File: src/rtl/prio_pkg.sv
// Shared types and helpers for the registered priority interrupt encoder.
package prio_pkg;

  typedef enum logic [0:0] {
    IDLE    = 1'b0,
    PRESENT = 1'b1
  } state_t;

  localparam int PRIO_FIXED = 0;
  localparam int PRIO_RR    = 1;

  // Index width that never collapses to zero bits for degenerate N.
  function automatic int safe_width(input int n);
    return (n < 2) ? 1 : $clog2(n);
  endfunction

endpackage

File: src/rtl/prio_irq_encoder_pick.sv
// Combinational selector: first set bit of elig scanning downward, with wrap.
module prio_pick
  import prio_pkg::*;
#(
  parameter int N  = 8,
  parameter int RR = PRIO_FIXED,
  localparam int W = safe_width(N)
) (
  input  logic [N-1:0] elig,
  input  logic [W-1:0] start,
  output logic         found,
  output logic [W-1:0] pick
);

  int s;
  int j;

  // Fixed priority is the same downward scan, always anchored at N-1.
  always_comb begin
    found = 1'b0;
    pick  = '0;
    j     = 0;
    s     = (RR == PRIO_RR) ? int'(start) : N - 1;
    for (int k = 0; k < N; k++) begin
      j = s - k;
      if (j < 0) j = j + N;
      if (!found && elig[j]) begin
        found = 1'b1;
        pick  = W'(j);
      end
    end
  end

endmodule

File: src/rtl/prio_irq_encoder.sv
// Sticky, maskable request capture with fixed or round-robin selection,
// presenting one index at a time to a consumer.
module prio_irq_encoder
  import prio_pkg::*;
#(
  parameter int N    = 8,
  parameter int EDGE = 1,
  parameter int RR   = PRIO_FIXED,
  localparam int W   = safe_width(N)
) (
  input  logic         clk,
  input  logic         rst,
  input  logic [N-1:0] req,
  input  logic [N-1:0] mask,
  input  logic         clear,
  input  logic         ack,
  output logic         valid,
  output logic [W-1:0] idx,
  output logic [W:0]   pend_cnt
);

  state_t       state;
  logic [N-1:0] pending;
  logic [N-1:0] req_d;
  logic [N-1:0] set_vec;
  logic [N-1:0] clr_vec;
  logic [N-1:0] pend_nxt;
  logic [N-1:0] elig;
  logic [W-1:0] last;
  logic [W-1:0] start;
  logic [W-1:0] pick;
  logic         found;
  logic [W:0]   cnt;

  // Handshake: valid rises with idx and both hold until the cycle ack is seen
  // high while valid=1; that cycle completes the transfer. ack with valid=0
  // is ignored. A new capture of the same line in that cycle re-arms it.
  always_comb begin
    set_vec = (EDGE != 0) ? (req & ~req_d) : req;
    clr_vec = '0;
    if (state == PRESENT && ack) clr_vec[idx] = 1'b1;
    pend_nxt = (pending & ~clr_vec) | set_vec;
    elig     = pending & ~mask;
    start    = (last == '0) ? W'(N - 1) : last - 1'b1;
    cnt      = '0;
    for (int i = 0; i < N; i++) cnt = cnt + (W + 1)'(pending[i]);
  end

  prio_pick #(
    .N (N),
    .RR(RR)
  ) u_pick (
    .elig (elig),
    .start(start),
    .found(found),
    .pick (pick)
  );

  always_ff @(posedge clk or posedge rst) begin
    if (rst) begin
      pending  <= '0;
      req_d    <= '0;
      state    <= IDLE;
      valid    <= 1'b0;
      idx      <= '0;
      pend_cnt <= '0;
      last     <= '0;
    end else begin
      req_d <= req;
      if (clear) begin
        pending  <= '0;
        pend_cnt <= '0;
        valid    <= 1'b0;
        state    <= IDLE;
      end else begin
        pending  <= pend_nxt;
        pend_cnt <= cnt;
        case (state)
          IDLE: begin
            if (found) begin
              idx   <= pick;
              valid <= 1'b1;
              state <= PRESENT;
            end
          end
          PRESENT: begin
            if (ack) begin
              last  <= idx;
              valid <= 1'b0;
              state <= IDLE;
            end
          end
          default: state <= IDLE;
        endcase
      end
    end
  end

endmodule

File: config.mk
export PLATFORM = sky130hd
export DESIGN_NAME = prio_irq_encoder
export DESIGN_NICKNAME = d
export VERILOG_FILES = /design/src/rtl/prio_pkg.sv /design/src/rtl/prio_irq_encoder_pick.sv /design/src/rtl/prio_irq_encoder.sv
export SDC_FILE = /design/constraint.sdc
export NUM_CORES = 1
export LEC_CHECK = 0
export ABC_AREA = 1
export CORE_ASPECT_RATIO = 0.5
export CORE_UTILIZATION = 49
export CTS_CLUSTER_DIAMETER = 150
export DETAILED_ROUTE_END_ITERATION = 8
export GPL_TIMING_DRIVEN = 0
export PLACE_DENSITY = 0.78
export SLEW_MARGIN = 20
export SYNTH_ARGS = -nofsm -noshare
export SYNTH_HDL_FRONTEND = slang
export SYNTH_SLANG_ARGS = --single-unit
File: constraint.sdc
create_clock -name clk -period 7.1 [get_ports clk]
set_clock_uncertainty 0.15 [all_clocks]
set_input_delay 1.42 -clock clk [delete_from_list [all_inputs] [get_ports clk]]
set_output_delay 1.42 -clock clk [all_outputs]
set_load 0.02 [all_outputs]
==> flow_metrics.env <==
export IMPL_cts_buffer_depth=2
export IMPL_power_frac_clock=0.223
export IMPL_io_buffers=27
export IMPL_switching_share=0.318
export IMPL_status="finished, final reports clean"
export IMPL_combPwrFrac=0.306
export IMPL_ios=28
export IMPL_die_h_um=38.3
export IMPL_synthesis_nets=172
export IMPL_clk_latency_ns=0.26
export IMPL_drc=0
export IMPL_drt_total_wl_mm=2.64
export IMPL_hold_violations=0
export IMPL_postCtsResizedCells=0
export IMPL_cts_htree_levels=1
export IMPL_vias_per_cell=4.71
export IMPL_slew_headroom=0.381
export IMPL_syn_area_mm2=0.00129
export IMPL_ir_worst_vdd_uv=102
export IMPL_hpwl_mm=2.09
export IMPL_ys_seq_area_frac=0.484
export IMPL_antennaDiodeCount=0
export IMPL_p_seq_frac=0.471
export IMPL_finalNetCount=204
export IMPL_syn2layout_area_growth_pct=27.8
export IMPL_power_uw=365
export IMPL_num_rows=12
export IMPL_hold_buffers=0
export IMPL_hp_class="register to register"
export IMPL_cp_arrival_ns=3.10
export IMPL_vias=994
export IMPL_p_int_uw=249
export IMPL_avgSynthCellArea_um2=8.91
export IMPL_drive_gt1_frac=0.0682
export IMPL_drv_slew=0
export IMPL_drtAntennaViolNets=0
export IMPL_grt_pass1_vias=1008
export IMPL_cts_setup_buffers=0
export IMPL_worst_pin_slew_ns=0.928
export IMPL_clk_pin_slew_worst_paths_ns=0.08
export IMPL_dr_pass1_iters=4
export IMPL_cts_made_buffers=3
export IMPL_drv_cap=0
export IMPL_crit_fanout=3
export IMPL_cts_tree="yes"
export IMPL_min_period_ns=3.11
export IMPL_hold_slack_ns=0.346
export IMPL_max_freq_mhz=321
export IMPL_ys_types=20
export IMPL_cts_sinks=25
export IMPL_power_switching_uw=116
export IMPL_coreArea_mm2=0.00234
export IMPL_start_kind="register"
export IMPL_power_density_mw_per_mm2=221
export IMPL_initial_core_util=0.551
export IMPL_synthCells=145
export IMPL_grt_pass1_wl_mm=4.51
export IMPL_required_ns=7.09
export IMPL_ys_ff_latch=25
export IMPL_post_drt_wl_per_cell_um=12.5
export IMPL_overflow=0
export IMPL_drtIter0Drc=64
export IMPL_gp_congestion=0.859
export IMPL_antenna_found_initial=0
export IMPL_grt_max_degree=26
export IMPL_path_class="register to register"
export IMPL_design_die_area_mm2=0.00286
export IMPL_rsz0062_at_grt="false"
export IMPL_synth_warnings=0
export IMPL_period_share=0.439
export IMPL_dieWidth_um=74.6
export IMPL_cp_end_kind="register"
export IMPL_final_setup_viol_count=0
export IMPL_setup_tns_ns=0
export IMPL_grt_usage=0.225
export IMPL_root_buffer="clkbuf_8"
export IMPL_p_leak_nw=0.820
[cell families after synthesis]
kind of cell | share of synthesized area
adder cells (fa/ha/maj) | 0.0911
flip-flops | 0.484
AND/OR/NAND/NOR | 0.222
XOR/XNOR | 0.00678
buffers and inverters | 0.108
AO/OA/AOI/OAI | 0.0882
[metrics by stage]
stage / setup WS, ns / cell area [um^2] / std cells / util
5_1_grt: 3.84 / 1650 / 211 / 0.705
6_report: 3.99 / 1650 / 211 / 0.705
4_1_cts: 3.99 / 1650 / 211 / 0.705
2_1_floorplan: 4.20 / 1290 / 145 / -
3_5_place_dp: 4.01 / 1610 / 207 / 0.685
3_3_place_gp: 4.09 / 1610 / 207 / 0.685
[cell type report]
class | count | area, um^2
timing repair buffer | 27 | 270
tap | 35 | 43.8
clock buffer | 4 | 45.0
fill | 187 | 692
buffer | 1 | 3.75
inverter | 36 | 135
sequential | 25 | 626
multi-input combinational | 83 | 527
[path summary, 6_finish.rpt]
check	startpoint	endpoint	slack, ns	cells past startpoint
max	pending[0]	pend_cnt[2]	3.99	10
min	req_d[0]	pending[0]	0.35	3
max reg2reg	pending[0]	pend_cnt[2]	3.99	10
min reg2reg	req_d[0]	pending[0]	0.35	3
max in group asynchronous	rst	req_d[1]	4.72	2
min in group asynchronous	rst	pend_cnt[1]	1.51	2
[flip-flops by register name, indices dropped and copies added (netlist names)]
register	flops
req_d	8
valid	1
state	1
pending	8
pend_cnt	4
idx	3
[synth_stat cells]
master	instances	area share
nand4_1	3	0.015
inv_1	36	0.10
nand2_4	2	0.017
nand4_4	1	0.016
o21bai_4	1	0.015
clkbuf_1	1	0.0029
nor2_8	1	0.016
or2_1	1	0.0048
nor2_1	9	0.026
nand2_2	2	0.0097
nand3_1	6	0.023
xor2_1	1	0.0068
fa_1	4	0.062
o21ai_0	8	0.031
ha_1	3	0.029
nor2_2	1	0.0048
dfrtp_1	25	0.48
nor3_2	1	0.0078
nand2_1	28	0.081
a21oi_1	11	0.043
[power by group through the flow]
stage	Clock, mW	Sequential [mW]	Combinational, mW
after floorplan	0	0.183	0.0533
after global placement	0	0.173	0.107
after detailed placement	0	0.174	0.111
after CTS	0.0844	0.172	0.112
after global routing	0.0881	0.174	0.125
final	0.0812	0.172	0.112
[layer usage]
layer / global-route usage / vias up / share of wire
met3: 0.0632 / 2 / 0.065
met5: 0 / - / 0
li1: - / 502 / -
met4: 0.0519 / 0 / 0.0064
met2: 0.358 / 33 / 0.45
met1: 0.310 / 457 / 0.48
[cell usage in the layout (no fill, tap or decap), types with 2 or more instances in the layout]
cell type	netlist	routed
nand3_1	6	6
ha_1	3	3
a21oi_1	11	11
clkbuf_8	0	3
nand2_2	2	2
nand4_1	3	3
fa_1	4	4
dfrtp_1	25	25
nand2_4	2	2
nor2_1	9	9
o21ai_0	8	8
inv_1	36	36
nand2_1	28	28
clkdlybuf4s50_1	0	27
clkbuf_1	1	2
[worst max-delay path, cell delays in order, from the launching register on]
cell and delay [ns]:
dfrtp_1 0.42, fa_1 0.55, inv_1 0.05, fa_1 0.50, fa_1 0.46, inv_1 0.08
ha_1 0.17, inv_1 0.06, fa_1 0.37, xor2_1 0.14, nor2_1 0.05
Power figures use the tool's default switching activity.
